--- config.mk ---
export PLATFORM = sky130hd
export DESIGN_NAME = simt_pc_flat
export DESIGN_NICKNAME = d
export VERILOG_FILES = /design/src/rtl/simt_pc_pkg.sv /design/src/rtl/simt_pc_if.sv /design/src/rtl/simt_pc_stack.sv /design/src/rtl/simt_pc.sv /design/src/flat_wrapper.sv
export SDC_FILE = /design/constraint.sdc
export NUM_CORES = 1
export LEC_CHECK = 0
export CAP_MARGIN = 40
export CORE_MARGIN = 4
export CORE_UTILIZATION = 36
export CTS_CLUSTER_SIZE = 30
export DETAILED_ROUTE_END_ITERATION = 7
export MAX_ROUTING_LAYER = met4
export PLACE_DENSITY = 0.83
export SYNTH_ARGS = -nofsm -noshare
export SYNTH_HDL_FRONTEND = slang
export SYNTH_SLANG_ARGS = --single-unit
--- constraint.sdc ---
create_clock -name clk -period 3.25 [get_ports clk]
set_clock_uncertainty 0.1 [all_clocks]
set_input_delay 0.975 -clock clk [delete_from_list [all_inputs] [get_ports clk]]
set_output_delay 0.975 -clock clk [all_outputs]
set_load 0.02 [all_outputs]
--- src/rtl/simt_pc_pkg.sv ---
// simt_pc_pkg: core state encodings and the reconvergence stack entry shared by simt_pc and its stack
package simt_pc_pkg;
  localparam logic [2:0] CORE_STATE_EXECUTE = 3'b101;
  localparam logic [2:0] CORE_STATE_UPDATE = 3'b110;
  localparam int MAX_PC_BITS = 16;
  localparam int MAX_THREADS = 32;
  typedef struct packed {
    logic [MAX_PC_BITS-1:0] pend_pc;
    logic [MAX_THREADS-1:0] pend_mask;
    logic [MAX_THREADS-1:0] join_mask;
    logic                   pend_valid;
  } stack_entry_t;
endpackage

--- src/rtl/simt_pc_if.sv ---
// simt_pc_if: decoder/ALU-side inputs (enable, thread_enable, core_state, decoded_*, alu_out, current_pc) and outputs (next_pc, active_mask, stack_count, stack_overflow) of simt_pc
interface simt_pc_if #(
  parameter int THREADS = 4,
  parameter int DATA_MEM_DATA_BITS = 8,
  parameter int PROGRAM_MEM_ADDR_BITS = 8,
  parameter int STACK_DEPTH = 4
);
  logic                                  enable;
  logic [THREADS-1:0]                    thread_enable;
  logic [2:0]                            core_state;
  logic [2:0]                            decoded_nzp;
  logic [DATA_MEM_DATA_BITS-1:0]         decoded_immediate;
  logic                                  decoded_nzp_write_enable;
  logic                                  decoded_pc_mux;
  logic                                  decoded_sync;
  logic [THREADS*DATA_MEM_DATA_BITS-1:0] alu_out;
  logic [PROGRAM_MEM_ADDR_BITS-1:0]      current_pc;
  logic [PROGRAM_MEM_ADDR_BITS-1:0]      next_pc;
  logic [THREADS-1:0]                    active_mask;
  logic [$clog2(STACK_DEPTH+1)-1:0]      stack_count;
  logic                                  stack_overflow;
  modport master (
    output enable, thread_enable, core_state, decoded_nzp, decoded_immediate,
           decoded_nzp_write_enable, decoded_pc_mux, decoded_sync, alu_out, current_pc,
    input  next_pc, active_mask, stack_count, stack_overflow
  );
  modport slave (
    input  enable, thread_enable, core_state, decoded_nzp, decoded_immediate,
           decoded_nzp_write_enable, decoded_pc_mux, decoded_sync, alu_out, current_pc,
    output next_pc, active_mask, stack_count, stack_overflow
  );
endinterface

--- src/rtl/simt_pc_stack.sv ---
// simt_pc_stack: LIFO of reconvergence entries (push/pop/clear top pend_valid; ports clk, reset, en, push, pop, clr, push_entry -> top, count, full, empty)
module simt_pc_stack
  import simt_pc_pkg::*;
#(
  parameter int DEPTH = 4
) (
  input  logic                           clk,
  input  logic                           reset,
  input  logic                           en,
  input  logic                           push,
  input  logic                           pop,
  input  logic                           clr,
  input  stack_entry_t                   push_entry,
  output stack_entry_t                   top,
  output logic [$clog2(DEPTH+1)-1:0]     count,
  output logic                           full,
  output logic                           empty
);
  localparam int CW = $clog2(DEPTH+1);
  localparam int IW = $clog2(DEPTH);
  stack_entry_t mem_q [DEPTH];
  stack_entry_t mem_d [DEPTH];
  logic [CW-1:0] cnt_q, cnt_d, tp;
  assign tp = cnt_q - CW'(1);
  assign full = cnt_q == CW'(DEPTH);
  assign empty = cnt_q == '0;
  assign top = mem_q[tp[IW-1:0]];
  assign count = cnt_q;
  always_comb begin
    mem_d = mem_q;
    cnt_d = cnt_q;
    if (push && !full) begin
      mem_d[cnt_q[IW-1:0]] = push_entry;
      cnt_d = cnt_q + CW'(1);
    end else if (pop && !empty) cnt_d = tp;
    else if (clr && !empty) mem_d[tp[IW-1:0]].pend_valid = 1'b0;
  end
  always_ff @(posedge clk) begin
    if (reset) begin
      mem_q <= '{default: '0};
      cnt_q <= '0;
    end else if (en) begin
      mem_q <= mem_d;
      cnt_q <= cnt_d;
    end
  end
endmodule

--- src/rtl/simt_pc.sv ---
// simt_pc: warp PC with SIMT divergence/reconvergence (clk, reset, bus: simt_pc_if.slave); divergence stack enabled by SIMT_PC_DIVERGENCE_EN
module simt_pc
  import simt_pc_pkg::*;
#(
  parameter int THREADS = 4,
  parameter int DATA_MEM_DATA_BITS = 8,
  parameter int PROGRAM_MEM_ADDR_BITS = 8,
  parameter int STACK_DEPTH = 4
) (
  input logic     clk,
  input logic     reset,
  simt_pc_if.slave bus
);
  localparam int A = PROGRAM_MEM_ADDR_BITS;
  localparam int D = DATA_MEM_DATA_BITS;
  logic [A-1:0] next_pc_q, next_pc_d, pc_inc, imm;
  logic [THREADS-1:0] mask_q, mask_d, eff, taken;
  logic [2:0] nzp_q [THREADS];
  logic [2:0] nzp_d [THREADS];
  logic exec, upd;
  assign eff = mask_q & bus.thread_enable;
  assign pc_inc = bus.current_pc + A'(1);
  assign imm = A'(bus.decoded_immediate);
  assign exec = bus.enable && bus.core_state == CORE_STATE_EXECUTE;
  assign upd = bus.enable && bus.core_state == CORE_STATE_UPDATE && bus.decoded_nzp_write_enable;
  assign bus.next_pc = next_pc_q;
  assign bus.active_mask = mask_q;
  always_comb begin
    for (int i = 0; i < THREADS; i++) begin
      taken[i] = eff[i] & |(nzp_q[i] & bus.decoded_nzp);
      nzp_d[i] = (upd && eff[i]) ? bus.alu_out[i*D +: 3] : nzp_q[i];
    end
  end
`ifdef SIMT_PC_DIVERGENCE_EN
  stack_entry_t top, push_e;
  logic push, pop, clr, full, empty, ovf_q, ovf_d;
  simt_pc_stack #(.DEPTH(STACK_DEPTH)) u_stack (
    .clk(clk), .reset(reset), .en(bus.enable), .push(push), .pop(pop), .clr(clr),
    .push_entry(push_e), .top(top), .count(bus.stack_count), .full(full), .empty(empty)
  );
  assign bus.stack_overflow = ovf_q;
  always_comb begin
    push_e = '{pend_pc: MAX_PC_BITS'(pc_inc), pend_mask: MAX_THREADS'(eff & ~taken),
               join_mask: MAX_THREADS'(mask_q), pend_valid: 1'b1};
    next_pc_d = next_pc_q;
    mask_d = mask_q;
    ovf_d = ovf_q;
    push = 1'b0;
    pop = 1'b0;
    clr = 1'b0;
    if (exec) begin
      next_pc_d = pc_inc;
      if (bus.decoded_pc_mux) begin
        if (taken == eff) next_pc_d = imm;
        else if (|taken) begin
          if (full) ovf_d = 1'b1;
          else begin
            push = 1'b1;
            mask_d = taken;
            next_pc_d = imm;
          end
        end
      end else if (bus.decoded_sync && !empty) begin
        if (top.pend_valid) begin
          next_pc_d = top.pend_pc[A-1:0];
          mask_d = top.pend_mask[THREADS-1:0];
          clr = 1'b1;
        end else begin
          pop = 1'b1;
          mask_d = top.join_mask[THREADS-1:0];
        end
      end
    end
  end
  always_ff @(posedge clk) begin
    if (reset) ovf_q <= 1'b0;
    else if (bus.enable) ovf_q <= ovf_d;
  end
`else
  assign bus.stack_count = '0;
  assign bus.stack_overflow = 1'b0;
  always_comb begin
    next_pc_d = exec ? ((bus.decoded_pc_mux && taken == eff && |eff) ? imm : pc_inc) : next_pc_q;
    mask_d = '1;
  end
`endif
  always_ff @(posedge clk) begin
    if (reset) begin
      next_pc_q <= '0;
      mask_q <= '1;
      nzp_q <= '{default: 3'b000};
    end else if (bus.enable) begin
      next_pc_q <= next_pc_d;
      mask_q <= mask_d;
      nzp_q <= nzp_d;
    end
  end
endmodule

--- src/flat_wrapper.sv ---
// flat-port wrapper written by rule: the top's interface ports become plain ports
module simt_pc_flat import simt_pc_pkg::*;
#(
  parameter int THREADS = 4,
  parameter int DATA_MEM_DATA_BITS = 8,
  parameter int PROGRAM_MEM_ADDR_BITS = 8,
  parameter int STACK_DEPTH = 4
)
  (clk, reset, bus_enable, bus_thread_enable, bus_core_state, bus_decoded_nzp, bus_decoded_immediate, bus_decoded_nzp_write_enable, bus_decoded_pc_mux, bus_decoded_sync, bus_alu_out, bus_current_pc, bus_next_pc, bus_active_mask, bus_stack_count, bus_stack_overflow);
  simt_pc_if #(.THREADS(THREADS), .DATA_MEM_DATA_BITS(DATA_MEM_DATA_BITS), .PROGRAM_MEM_ADDR_BITS(PROGRAM_MEM_ADDR_BITS), .STACK_DEPTH(STACK_DEPTH)) bus_i ();
  input logic clk;
  input logic reset;
  input wire logic [$bits(bus_i.enable)-1:0] bus_enable;
  input wire logic [$bits(bus_i.thread_enable)-1:0] bus_thread_enable;
  input wire logic [$bits(bus_i.core_state)-1:0] bus_core_state;
  input wire logic [$bits(bus_i.decoded_nzp)-1:0] bus_decoded_nzp;
  input wire logic [$bits(bus_i.decoded_immediate)-1:0] bus_decoded_immediate;
  input wire logic [$bits(bus_i.decoded_nzp_write_enable)-1:0] bus_decoded_nzp_write_enable;
  input wire logic [$bits(bus_i.decoded_pc_mux)-1:0] bus_decoded_pc_mux;
  input wire logic [$bits(bus_i.decoded_sync)-1:0] bus_decoded_sync;
  input wire logic [$bits(bus_i.alu_out)-1:0] bus_alu_out;
  input wire logic [$bits(bus_i.current_pc)-1:0] bus_current_pc;
  output wire logic [$bits(bus_i.next_pc)-1:0] bus_next_pc;
  output wire logic [$bits(bus_i.active_mask)-1:0] bus_active_mask;
  output wire logic [$bits(bus_i.stack_count)-1:0] bus_stack_count;
  output wire logic [$bits(bus_i.stack_overflow)-1:0] bus_stack_overflow;
  assign bus_i.enable = bus_enable;
  assign bus_i.thread_enable = bus_thread_enable;
  assign bus_i.core_state = bus_core_state;
  assign bus_i.decoded_nzp = bus_decoded_nzp;
  assign bus_i.decoded_immediate = bus_decoded_immediate;
  assign bus_i.decoded_nzp_write_enable = bus_decoded_nzp_write_enable;
  assign bus_i.decoded_pc_mux = bus_decoded_pc_mux;
  assign bus_i.decoded_sync = bus_decoded_sync;
  assign bus_i.alu_out = bus_alu_out;
  assign bus_i.current_pc = bus_current_pc;
  assign bus_next_pc = bus_i.next_pc;
  assign bus_active_mask = bus_i.active_mask;
  assign bus_stack_count = bus_i.stack_count;
  assign bus_stack_overflow = bus_i.stack_overflow;
  simt_pc #(.THREADS(THREADS), .DATA_MEM_DATA_BITS(DATA_MEM_DATA_BITS), .PROGRAM_MEM_ADDR_BITS(PROGRAM_MEM_ADDR_BITS), .STACK_DEPTH(STACK_DEPTH)) u_core (.clk(clk), .reset(reset), .bus(bus_i));
endmodule
# Word-level counts from Yosys, hierarchy flattened
# Index checks and enable logic that the tools add are counted.
# Widths: inputs -> output; s select.
[word_totals] word_cells=37 input_bits=64 out_inout_bits=16 ff_bits=20
[classes] bitwise=8 n_eq_ne=3 reduce_logical=19 add_sub_neg=1 n_mux=1
[ops] cell="$and 3x3->3" n=4
[ops] cell="$reduce_or 3->1" n=4
[ops] cell="$reduce_and 2->1" n=5
[ops] cell="$logic_and 1x1->1" n=9
[ops] cell="$add 8x1->8 const B" n=1
[ops] cell="$mux 8" n=1
[ops] cell="$eq 3x3->1 const B" n=2
[ops] cell="$and 1x1->1" n=4
[ops] cell="$eq 4x4->1" n=1
[ops] cell="$reduce_or 4->1" n=1

# Logic depth before layout (Yosys ltp)
[depth] ltp_word=7 ltp_mapped=6 depth_no_buf=6

# Least setup slack after synthesis
# OpenSTA, ideal clock, no wires.
[synth_path] path_kind="input -> register" startpoint="input port bus_thread_enable[0]" endpoint="register u_core.next_pc_q[3], in the netlist u_core.bus.next_pc[3]" setup_slack_ns=1.180 arrival_ns=1.854 setup_ns=0.117 required_ns=3.033 n_path_buf=1 cell_stages=6 path_cell_list="o41ai_1 > a31oi_1 > nand3_2 > buf_6 > o21ai_1 > a22o_1"
[synth_via] elab_chain_cells=5 elab_cells_between_ends=6 cone_classes="eq/ne (1); mux (1); bitwise (1); reduce/logical (3)"
[synth_rtl] item="start, declared" line_no="flat_wrapper.sv:14" text="input wire logic [$bits(bus_i.thread_enable)-1:0] bus_thread_enable;"
[synth_rtl] item="$and 1x1->1" line_no="simt_pc.sv:30" text="taken[i] = eff[i] & |(nzp_q[i] & bus.decoded_nzp);"
[synth_rtl] item="$eq 4x4->1" line_no="simt_pc.sv:83" text="next_pc_d = exec ? ((bus.decoded_pc_mux && taken == eff && |eff) ? imm : pc_inc) : next_pc_q;"
[synth_rtl] item="$logic_and 1x1->1" line_no="simt_pc.sv:83"
[synth_rtl] item="$logic_and 1x1->1 *" line_no="simt_pc.sv:83"
[synth_rtl] item="$mux 8 *" line_no="simt_pc.sv:83"
[synth_rtl] item="end signal, assigned" line_no="simt_pc.sv:93" text="next_pc_q <= next_pc_d;"
[synth_rtl] item="end, declared" line_no="simt_pc.sv:16" text="logic [A-1:0] next_pc_q, next_pc_d, pc_inc, imm;"
# Every way passes the cells marked *; elsewhere a longest branch is shown, timed or not.
# A chain may end at the register's enable or synchronous reset.

# Final worst setup path
[layout_path] startpoint="input port bus_decoded_nzp[0]" endpoint="register u_core.next_pc_q[0], in the netlist u_core.bus.next_pc[0]"
[layout_via] elab_chain_cells=7 elab_cells_between_ends=16 cone_classes="eq/ne (1); mux (1); bitwise (8); reduce/logical (6)"
[layout_rtl] item="start, declared" line_no="flat_wrapper.sv:16" text="input wire logic [$bits(bus_i.decoded_nzp)-1:0] bus_decoded_nzp;"
[layout_rtl] item="$and 3x3->3" line_no="simt_pc.sv:30"
[layout_rtl] item="$reduce_or 3->1" line_no="simt_pc.sv:30"
[layout_rtl] item="$and 1x1->1" line_no="simt_pc.sv:30"
[layout_rtl] item="$eq 4x4->1 *" line_no="simt_pc.sv:83"
[layout_rtl] item="$logic_and 1x1->1 * (2 in series)" line_no="simt_pc.sv:83"
[layout_rtl] item="$mux 8 *" line_no="simt_pc.sv:83"
# Marks and branches as above.

==> key figures <==
Status
  – Status: finished clean

STA
  – Final TNS setup: 0 ps
  – Final setup fails: 0
  – Post-route clock period utilization: about four fifths
  – Fmax: 383.0 MHz
  – Min Clock Period, post-route: between 2000 and 3000 ps
  – Hold Fails Final Rpt: 0
  – Pins Over Slew Limit: 0
  – RSZ-0062 raised after global routing: false

Yosys
  – Yosys Warn Count: 0
  – EDFF count, synth: 0
  – Synth top cells by count: nand2_1, dfxtp_1, nand3_1
  – Synth area leader: dfxtp_1
  – Synth area leaders: dfxtp_1, nand2_1, nand3_1
  – Top_reg_cell synth: dfxtp_1
  – Post-synth top area share: 37.60%
  – Syn avg cell area: between 7 and 8 µm²
  – Yosys cell types: 35
  – Most numerous cell in the Yosys netlist: nand2_1
  – Synth Instances: 134
  – Seq/Total Area, Yosys: a little under two fifths
  – FF+latch count, synth: 20
  – Cell Area, Synth: roughly 1100 µm²
  – FFs w/ async S/R, synth: 0%

Placement
  – Buffers on Ports: 50
  – Placer Congestion: between 0.8 and 0.9
  – HPWL Detailed: approximately 2.4 mm

Clock tree
  – H-tree depth: 1
  – Clock Root Buffer: clkbuf_4
  – CTS max path bufs: 2
  – CTS Sinks: 20
  – Clock-pin slew on the worst setup and hold paths: roughly 120 ps
  – CTS tree: done
  – Skew-Pair Late Insertion Delay: roughly 300 ps
  – CTS resizes: 0
  – Number of buffers inserted by hold repair at cts: 0
  – Post-CTS setup buffer count: 0
  – CTS Buf Count: 3

Critical path
  – Crit Path Category: input pin to flip-flop
  – Worst Path Arrival: around 2700 ps
  – Critical path cell sequence: clkdlybuf4s50_1, a22oi_1, a32oi_1, nand3_2, and3_4, nor4_2
  – Worst setup EP type: flip-flop
  – Slowest-stage cell, CP: clkdlybuf4s50_1
  – Largest stage delay on the critical path: ~560 ps
  – Critical Path RT: 3370 ps
  – Critical path fanouts, max: 14
  – Critical Path Source Type: input pin
  – R2r setup slk: 1540 ps

Power
  – Max rail drop VDD: around 0.23 mV
  – Final Power: ~0.00050 W
  – PwrDens: between 300 and 400 nW/µm²
  – Net Switching: approximately 0.00013 W
  – Sw frac: between 20% and 30%
  – Combinational share of power: a little over a fifth
  – LEAKAGE: approximately 0.55 nW
  – Flop pwr share: about half
  – Power Internal: 0.0003784 W
  – Clock share of power: 29.1%

Floorplanning
  – Die ar.: 3892 µm²
  – Chip Width: 62.39 µm
  – Starting Density: about two fifths
  – Top-level I/O count: 80
  – FP Rows: 19
  – Die Y: around 62 µm
  – Total core area: about 2800 µm²

Global routing
  – Vias in the first global route: approximately 1200
  – Largest net degree at the start of global routing: 17
  – Global-route wire length before repair: 5.030 mm
  – Total track usage: between 15 and 20%
  – Overflow after GRT: 0
  – Initial antenna violation count: 0

Cells and area
  – Layout cells sized above 1: ~5.4%
  – Antenna cells: 0
  – Fin nets: 250
  – Synthesis-to-layout area growth: 49.71%

Route
  – Detail-routed via count per cell: roughly 5.2
  – Via Count: approximately 1100
  – Initial drt markers: 57
  – DR WL/cell: 13.64 µm
  – Routed Antenna Nets: 0
  – Final WL: between 2 and 3 mm
  – DRT Pass-1 Iters: 4
  – Residual DRC count: 0

Run
  – Max cap viols: 0

Worst hold path
  – Hold Path Class: flip-flop to flip-flop
-- final timing paths --
check                                     start                                  to  cells after the start
min          u_core.bus.next_pc[5]$_SDFFE_PP0P_  u_core.bus.next_pc[5]$_SDFFE_PP0P_                      2
max                          bus_decoded_nzp[0]  u_core.bus.next_pc[0]$_SDFFE_PP0P_                      6
min reg2reg  u_core.bus.next_pc[5]$_SDFFE_PP0P_  u_core.bus.next_pc[5]$_SDFFE_PP0P_                      2
max reg2reg        u_core.nzp_q[9]$_SDFFE_PP0P_  u_core.bus.next_pc[0]$_SDFFE_PP0P_                      5
-- cell usage in the layout (no fill, tap or decap), types with 2 or more instances in the layout --
| master | n |
|---|---|
| buf_4 | 2 |
| a22oi_1 | 4 |
| a21oi_1 | 12 |
| nand2_1 | 25 |
| nand3_1 | 14 |
| a31oi_1 | 3 |
| conb_1 | 8 |
| and2_0 | 3 |
| o21ai_0 | 7 |
| dfxtp_1 | 20 |
| clkbuf_4 | 3 |
| xor2_1 | 4 |
| nand4_1 | 2 |
| clkdlybuf4s50_1 | 50 |
| o21ai_1 | 4 |
| nor2_1 | 4 |
-- per-layer routing --
layer	part of all wire (%)	wire length [µm]	track usage, %	up-vias
met5	0	0	-	-
met4	0.89	26	5.570	0
met3	4.7	139	1.439	2
met2	55	1614	29.53	39
met1	39	1151	16.96	522
li1	-	-	-	565
-- cell type report --
type / instances / area [µm²]
Sequential cell: 20 / 400.4
Tap cell: 31 / 38.79
Fill cell: 267 / 1187
Timing Repair Buffer: 52 / 515.5
Multi-Input combinational cell: 108 / 603.1
Clock buffer: 4 / 36.28
-- registers in the layout, indices dropped and copies added, names as in the netlist --
name and count:
u_core.nzp_q 12, u_core.bus.next_pc 8
-- power by group through the flow --
stage / logic, W / registers, W / clock network (W)
2_1_floorplan: 0.0000391 / 0.000259 / 0
3_5_place_dp: 0.000106 / 0.000256 / 0
6_report: 0.000107 / 0.000251 / 0.000147
5_1_grt: 0.000115 / 0.000251 / 0.000161
4_1_cts: 0.000107 / 0.000251 / 0.000149
3_3_place_gp: 0.000104 / 0.000256 / 0
-- metrics by stage --
step                      instances  worst slack [ps]  area [µm²]  util [%]  hold slack (ps)
final                           215             638.9        1594     57.31            353.0
after global routing            215             493.2        1594     57.31            376.5
after detailed placement        211             334.4        1558     56.01            339.9
after CTS                       215             645.7        1594     57.31            356.5
after global placement          211             373.5        1558     56.01            334.5
after floorplan                 140              1180        1087         -            327.6
-- cells by family after synthesis --
logic type | Yosys count | synth area share [%]
muxes | 1 | 0.9401
adders and majority gates | 1 | 1.175
and+or+nand+nor | 57 | 27.62
other | 2 | 0.7053
DFF | 20 | 37.60
xor gates and xnor gates | 5 | 4.113
AOI/OAI and AO/OA | 36 | 19.98
buffers and inverters | 12 | 7.873
-- critical path, delay by kind of cell --
family | cells | cell delay, ps
simple gates | 3 | 780
compound gates | 2 | 410
buf+inv | 1 | 560
Power figures use the tool's default switching activity.
